**config.mk**
```make
export PLATFORM = sky130hd
export DESIGN_NAME = dma_periph_channel
export DESIGN_NICKNAME = d
export VERILOG_FILES = /design/src/rtl/dma_periph_channel.sv
export SDC_FILE = /design/constraint.sdc
export NUM_CORES = 1
export LEC_CHECK = 0
export ABC_AREA = 1
export CAP_MARGIN = 5
export CORE_MARGIN = 2
export CORE_UTILIZATION = 40
export DETAILED_ROUTE_END_ITERATION = 8
export DONT_BUFFER_PORTS = 1
export HOLD_SLACK_MARGIN = 0.03
export PLACE_DENSITY_LB_ADDON = 0.1
export SLEW_MARGIN = 20
export SYNTH_ARGS = -nofsm -noshare
export SYNTH_HDL_FRONTEND = slang
export SYNTH_SLANG_ARGS = --single-unit
```
**constraint.sdc**
```tcl
create_clock -name HCLK -period 4.6 [get_ports HCLK]
set_input_delay 0.92 -clock HCLK [delete_from_list [all_inputs] [get_ports HCLK]]
set_output_delay 0.92 -clock HCLK [all_outputs]
set_load 0.01 [all_outputs]
```
**src/rtl/dma_periph_channel.sv**
```systemverilog
// Single-channel peripheral DMA engine: answers a dma_req/dma_ack/dma_done handshake and
// copies a word block from source to destination as an AHB-Lite master, one beat at a time.
module dma_periph_channel #(
  parameter int DATA_WIDTH  = 32,
  parameter int ADDR_WIDTH  = 32,
  parameter int COUNT_WIDTH = 16
) (
  input  logic                   HCLK,
  input  logic                   reset,
  input  logic                   enable,
  input  logic [ADDR_WIDTH-1:0]  src_addr,
  input  logic [ADDR_WIDTH-1:0]  dst_addr,
  input  logic                   src_inc,
  input  logic                   dst_inc,
  input  logic [COUNT_WIDTH-1:0] xfer_count,
  input  logic                   irq_clear,
  input  logic                   dma_req,
  output logic                   dma_ack,
  output logic                   dma_done,
  output logic [ADDR_WIDTH-1:0]  haddr,
  output logic [1:0]             htrans,
  output logic                   hwrite,
  output logic [2:0]             hsize,
  output logic [DATA_WIDTH-1:0]  hwdata,
  input  logic [DATA_WIDTH-1:0]  hrdata,
  input  logic                   hready,
  output logic                   busy,
  output logic                   done_irq,
  output logic                   abort_flag
);

  localparam logic [1:0] TRANS_IDLE   = 2'b00;
  localparam logic [1:0] TRANS_NONSEQ = 2'b10;

  typedef enum logic [2:0] {
    IDLE,
    ACK,
    RD_ADDR,
    RD_DATA,
    WR_ADDR,
    WR_DATA,
    DONE
  } state_t;

  state_t                 state;
  logic [ADDR_WIDTH-1:0]  cur_src;
  logic [ADDR_WIDTH-1:0]  cur_dst;
  logic [COUNT_WIDTH-1:0] remaining;
  logic                   src_inc_q;
  logic                   dst_inc_q;
  logic [ADDR_WIDTH-1:0]  src_next;
  logic [ADDR_WIDTH-1:0]  dst_next;

  // Post-beat addresses; the adders wrap modulo 2^ADDR_WIDTH by construction.
  assign src_next = src_inc_q ? cur_src + ADDR_WIDTH'(4) : cur_src;
  assign dst_next = dst_inc_q ? cur_dst + ADDR_WIDTH'(4) : cur_dst;
  assign hsize    = 3'b010;

  always_ff @(posedge HCLK) begin
    if (reset) begin
      state      <= IDLE;
      cur_src    <= '0;
      cur_dst    <= '0;
      remaining  <= '0;
      src_inc_q  <= 1'b0;
      dst_inc_q  <= 1'b0;
      dma_ack    <= 1'b0;
      dma_done   <= 1'b0;
      haddr      <= '0;
      htrans     <= TRANS_IDLE;
      hwrite     <= 1'b0;
      hwdata     <= '0;
      busy       <= 1'b0;
      done_irq   <= 1'b0;
      abort_flag <= 1'b0;
    end else begin
      dma_ack  <= 1'b0;
      dma_done <= 1'b0;
      // The DONE branch below assigns later, so a set in the same cycle beats a clear.
      if (irq_clear) done_irq <= 1'b0;

      case (state)
        IDLE: begin
          if (enable && dma_req) begin
            state      <= ACK;
            dma_ack    <= 1'b1;
            busy       <= 1'b1;
            abort_flag <= 1'b0;
            cur_src    <= src_addr;
            cur_dst    <= dst_addr;
            remaining  <= xfer_count;
            src_inc_q  <= src_inc;
            dst_inc_q  <= dst_inc;
          end
        end

        ACK: begin
          if (remaining == '0) begin
            state    <= DONE;
            dma_done <= 1'b1;
          end else begin
            state  <= RD_ADDR;
            haddr  <= cur_src;
            htrans <= TRANS_NONSEQ;
            hwrite <= 1'b0;
          end
        end

        RD_ADDR: begin
          if (hready) begin
            state  <= RD_DATA;
            htrans <= TRANS_IDLE;
          end
        end

        // hwdata doubles as the single-word buffer between the read and the write beat.
        RD_DATA: begin
          if (hready) begin
            hwdata <= hrdata;
            state  <= WR_ADDR;
            haddr  <= cur_dst;
            htrans <= TRANS_NONSEQ;
            hwrite <= 1'b1;
          end
        end

        WR_ADDR: begin
          if (hready) begin
            state  <= WR_DATA;
            htrans <= TRANS_IDLE;
          end
        end

        // enable is only looked at here, so a started beat always finishes.
        WR_DATA: begin
          if (hready) begin
            remaining <= remaining - COUNT_WIDTH'(1);
            cur_src   <= src_next;
            cur_dst   <= dst_next;
            hwrite    <= 1'b0;
            if (remaining == COUNT_WIDTH'(1)) begin
              state    <= DONE;
              dma_done <= 1'b1;
            end else if (!enable) begin
              state      <= IDLE;
              busy       <= 1'b0;
              abort_flag <= 1'b1;
            end else begin
              state  <= RD_ADDR;
              haddr  <= src_next;
              htrans <= TRANS_NONSEQ;
            end
          end
        end

        DONE: begin
          state    <= IDLE;
          busy     <= 1'b0;
          done_irq <= 1'b1;
        end

        default: begin
          state  <= IDLE;
          busy   <= 1'b0;
          htrans <= TRANS_IDLE;
          hwrite <= 1'b0;
        end
      endcase
    end
  end

endmodule

```
---- Yosys cells after proc, flatten, opt, wreduce, memory -nomap -nowiden ----
Index checks and enable logic that the tools add are counted.
word-level totals
  input port bits ......................... 120
  register bits after elaboration ......... 157
  output and inout port bits .............. 75
cells by class
  equal/unequal tests ..................... 18
  bitwise gates (word level) .............. 4
  multiplexer cells ....................... 54
  add/sub/neg operators ................... 3
  reductions and logical operators ........ 21
operators by type and width
  operator                                             number
  2-to-1 mux 32 bit                                    11
  one-hot mux 32 bit (2 select lines)                  2
  one-hot mux 32 bit (3 select lines)                  1
  adder 32 x 3 -> 32 bit (second input constant)       2
  2-to-1 mux 16 bit                                    2
  one-hot mux 16 bit (2 select lines)                  1
  2-to-1 mux 3 bit                                     7
  != test 2 bit (second input constant)                10
  one-hot mux 3 bit (6 select lines)                   1
  2-to-1 mux 1 bit                                     17
  == test 16 x 1 -> 1 bit (second input constant)      1
  zero test 16 bit                                     1
  subtractor 16 x 1 -> 16 bit (second input constant)  1
  AND reduction 5 bit                                  3
  2-to-1 mux 2 bit                                     7
  one-hot mux 2 bit (5 select lines)                   1
  == test 3 bit (second input constant)                3
  AND reduction 4 bit                                  2
  OR reduction 4 bit                                   2
  AND reduction 7 bit                                  1
  == test 3 x 2 -> 1 bit (second input constant)       2
  AND reduction 6 bit                                  1
  OR reduction 2 bit                                   3
  NOT 1 bit                                            4
  other kinds (11)                                     14

---- Depth between registers and ports, before layout ----
  depth after elaboration ................. 6
  mapped depth ............................ 12
  mapped depth without buffers ............ 11

---- Worst setup path before layout ----
No wires, ideal clock.
  kind .................................... in2reg
  start ................................... in hready
  end ..................................... reg cur_src[9]
  data arrival time ....................... 1,966 ps
  stages .................................. 9
  path buffers ............................ 2
  library setup time ...................... 137 ps
  required time ........................... 4,463 ps
  path slack .............................. 2,497 ps
  cell sequence ........................... clkbuf_1 inv_1 nand2_1 nand2_4 nor2_4 inv_2 buf_2 a21oi_1 a21oi_1
on the way
  longest elaborated chain between the ends .. 2
RTL lines
  element                               RTL line  RTL
  start, declared                       26        input logic hready,
  != test 2 bit (no source line)        n/a
  AND reduction 3 bit (no source line)  n/a
  end signal, assigned                  89        cur_src <= src_addr;
  end signal, assigned                  138       cur_src <= src_next;
  end, declared                         46        logic [ADDR_WIDTH-1:0] cur_src;
Every way passes these cells.
A chain may end at the register's enable or synchronous reset.

---- Worst setup path in the final report ----
  start ................................... reg state[0]
  end ..................................... reg cur_src[23]
on the way
  longest elaborated chain between the ends .. 3
  elaborated cells on any way between the ends .. 7
  those cells by class .................... eq/ne: 3; mux: 1; reduce/logical: 3
RTL lines
  element                                                               RTL line  RTL
  start, declared                                                       45        state_t state;
  start signal, assigned                                                61        state <= IDLE;
  start signal, assigned                                                85        state <= ACK;
  start signal, assigned                                                99        state <= DONE;
  == test 3 bit or zero test 3 bit (tied branches)                      82        case (state)
  != test 2 bit (no source line) or nonzero test 2 bit (tied branches)  n/a
  AND reduction 3 bit (no source line)                                  n/a
Several ways; a longest one is shown, not always the timed one.

==> results.toml <==
[power_and_ir_drop]
power.leakage_nw = 3.72
power.ir.vdd_worst_uv = 314
power_density_mw_per_mm2 = 655

[logic_synthesis]
synth_top_area_cell = "sky130_fd_sc_hd__dfxtp_1"
ys_dominant_reg_cell = "sky130_fd_sc_hd__dfxtp_1"
async_reset_ff_frac = 0
yosysMostFrequentCell = "sky130_fd_sc_hd__nand2_1"
most_used_standard_cells_in_the_synthesized_netlist = "386 x sky130_fd_sc_hd__nand2_1, 172 x sky130_fd_sc_hd__a21oi_1, 156 x sky130_fd_sc_hd__dfxtp_1, 146 x sky130_fd_sc_hd__nor2_1, 135 x sky130_fd_sc_hd__nand3_1"
netlist-cell-type-count = 38
synth_area_per_cell_um2 = 6.28
synth.yosys.seq_area_share = 0.346
yosys.area.top_type_share = 0.346
yosysWarnings = 0
ys_ff_latch = 156
yosys-top-cells-area = "sky130_fd_sc_hd__dfxtp_1 35%, sky130_fd_sc_hd__nand2_1 16%, sky130_fd_sc_hd__a21oi_1 9.5%, sky130_fd_sc_hd__nand3_1 7.5%, sky130_fd_sc_hd__nor2_1 6.1%"
syn-cell-area_mm2 = 0.00901
netlist_instances = 1436
synth_enable_flop_cells = 0

[job]
max_cap_violations = 0

[place]
port_buffer_cells = 0
gp_congestion = 0.877
dpl.hpwl_um = 20600
pre_cts_slack_ps = 1540
post-place-cells = 1647

[clock_network]
cts_buffers = 17
clockRootBuffer = "sky130_fd_sc_hd__clkbuf_16"
max-clock-path-buffers = 2
cts_max_level = 4
cts_num_sinks = 156
cts_resized = 0
tritoncts_clock_tree = "yes"
clock_insertion_delay_worst_skew_ps = 440
cts.repair_timing.setup_buffer_count = 0
worst_setup_hold_path_clk_slew_ps = 70
post_cts_hold_buffer_count = 0

[routing]
detail_route.wl_per_cell_um = 17.5
detail_route.first_pass.iterations = 5
drc = 0
dr.max_layer_used = "met4"
viasPerCell = 5.40
wl_met3_um = 2300
antenna_left = 0
dr.first_iter.drc_count = 623
route.final.wire_length_um = 29400
m1WireLength_um = 12800
total_vias_in_the_final_route = 9084
met2_wirelength_um = 13700

[sta]
finalHoldViolCount = 0
worst_clock_skew_ps = 9.49
final.setup.worst_slack_ps = 1830
tightest_slew_ps = 954
post-route-period-util = 0.603
timing.slew.headroom = 0.364
finalSetupTns_ps = 0
max_clock_freq_mhz = 361
final-setup-viol-count = 0
grt_setup_unrepaired = "false"
final_max_slew_viol_count = 0
post-route-min-period_ps = 2770

[final_layout]
layout.cells.non_filler = 1681
multi_input_comb_area_mm2 = 0.00498
area.growth.synth_to_final_pct = 7.01
nFillCells = 2322
register_area_mm2 = 0.00312
post_route_cells_drive_above_1_share = 0.0622
final_net_count = 1511

[critical_path]
reg2reg_depth = 10
worstPathCellList = "inv_2 > nor2_4 > nand2_2 > nand2_1 > inv_1 > nor2_4 > buf_4 > inv_2 > a21oi_1 > a21oi_1"
critical_path_required_ps = 4920
timing.critical_path.max_delay_family = "buffers and inverters"
worst_ep_arrival_time_ps = 3090
critical_path.reg2reg.startpoint = "state[0]"
worst-path-max-fanout = 52
slowest_delay_ps = 500
rrSetupSlack_ps = 1830
setup.worst_path.class = "flip-flop to flip-flop"
setup.worst_path.start_class = "flip-flop"
worst-path-buf-inv = 4
cp_slowest_cell = "sky130_fd_sc_hd__inv_2"
worstReg2RegEnd = "cur_src[23]"
crit_path_end_kind = "flip-flop"

[floorplanning]
floorplan.io_pins = 195
floorplan.core_area_mm2 = 0.0220
die_area_mm2 = 0.0238
starting_density = 0.411
die_height_um = 154
fp-row-count = 54
die_x_um = 154

[global_routing]
grt_pass1_vias = 8616
grt-ovfl-total = 0
grt_util_all_layers = 0.246
antenna_violations_before_repair = 1
grt_max_degree = 89
first_pass_grt_wire_length_um = 46500

[worst_hold_path]
hold_path_depth = 2
min_from = "remaining[15]"
tightest_hold_check_type = "flip-flop to flip-flop"
worstHoldEndpoint = "remaining[15]"

[status]
status = "complete, no violations"
[tightest hold or removal path, delay by kind of cell, from the launching register on]
kind	cells	cell delay [ps]
simple gates	1	60
flops	1	310
compound gates	1	60
[kinds of logic after synthesis]
family / Yosys count / share of synthesized area
flip-flops: 156 / 0.346
adder cells (fa/ha/maj): 5 / 0.00694
XOR/XNOR: 4 / 0.00389
multiplexers: 1 / 0.00111
AND/OR/NAND/NOR: 725 / 0.341
other: 2 / 0.000833
buffers and inverters: 216 / 0.103
AO/OA/AOI/OAI: 327 / 0.197
[registers in the layout (all words and copies together), names as in the netlist]
signal and cells:
haddr 32, abort_flag 1, dma_ack 1, busy 1, htrans 1, dst_inc_q 1
hwrite 1, state 3, remaining 16, cur_src 32, dma_done 1, hwdata 32
done_irq 1, cur_dst 32, src_inc_q 1
[metrics by stage]
stage          power [mW]  hold slack (ps)   util  instance area [um2]
6_report             6.32              464  0.439                 9650
5_1_grt              6.83              496  0.439                 9640
4_1_cts              6.34              463  0.439                 9640
3_5_place_dp         4.83              451  0.411                 9020
3_3_place_gp         4.81              449  0.410                 9010
2_1_floorplan        4.30              439      -                 9020
[final cells by class]
type	count	area share
Clock inverter	15	0.0200
Inverter	139	0.0541
Multi-Input combinational cell	1066	0.517
Clock buffer	17	0.0441
Timing Repair Buffer	6	0.00467
Sequential cell	156	0.324
Antenna cell	2	0.000519
Tap cell	280	0.0363
[power breakdown]
group	internal (mW)	switching (mW)	leakage (nW)	total [mW]
combinational	0.799	1.66	2.15	2.46
clock	0.787	0.703	0.302	1.49
sequential	1.81	0.567	1.28	2.37
total	3.39	2.93	3.72	6.32
[layout by cell type (no fill, tap or decap), types with 2 or more instances in the layout]
cell                        instances
sky130_fd_sc_hd__a21oi_1          172
sky130_fd_sc_hd__a31oi_1            8
sky130_fd_sc_hd__buf_4              6
sky130_fd_sc_hd__clkbuf_16         17
sky130_fd_sc_hd__clkinv_4           2
sky130_fd_sc_hd__clkinv_8           4
sky130_fd_sc_hd__conb_1             4
sky130_fd_sc_hd__dfxtp_1          156
sky130_fd_sc_hd__diode_2            2
sky130_fd_sc_hd__ha_1               5
sky130_fd_sc_hd__inv_1            129
sky130_fd_sc_hd__inv_2             10
sky130_fd_sc_hd__inv_6              4
sky130_fd_sc_hd__inv_8              4
sky130_fd_sc_hd__nand2_1          384
sky130_fd_sc_hd__nand2_2            7
sky130_fd_sc_hd__nand2_4            5
sky130_fd_sc_hd__nand3_1          135
sky130_fd_sc_hd__nand3b_1           2
sky130_fd_sc_hd__nand4_1           15
sky130_fd_sc_hd__nor2_1           146
sky130_fd_sc_hd__nor2_2             6
sky130_fd_sc_hd__nor2_4             5
sky130_fd_sc_hd__nor3_1             8
sky130_fd_sc_hd__o211ai_1          12
sky130_fd_sc_hd__o21a_1             8
sky130_fd_sc_hd__o21ai_0           89
sky130_fd_sc_hd__o21ai_1           12
sky130_fd_sc_hd__o21ai_4            2
sky130_fd_sc_hd__o221ai_1           4
sky130_fd_sc_hd__o22ai_1           15
sky130_fd_sc_hd__o31ai_1            2
sky130_fd_sc_hd__or2_2             11
sky130_fd_sc_hd__xnor2_1            2
sky130_fd_sc_hd__xor2_1             2
[worst max path at each step]
stage,start,endpoint,slack [ps],depth (start not counted)
detailed placement,state[1],state[0],1540,9
finish,state[0],cur_src[23],1830,10
global placement,state[1],state[0],1540,9
floorplan,hready,cur_src[9],2500,9
global route,state[0],cur_src[23],1610,10
CTS,state[1],state[0],1520,9
[layer usage]
metal / vias to the layer above / track usage
met4: 0 / 0.0846
met3: 31 / 0.0657
met1: 4143 / 0.310
li1: 4593 / -
met5: - / 0
met2: 317 / 0.406
No activity file was read; power rests on OpenSTA's default activity.
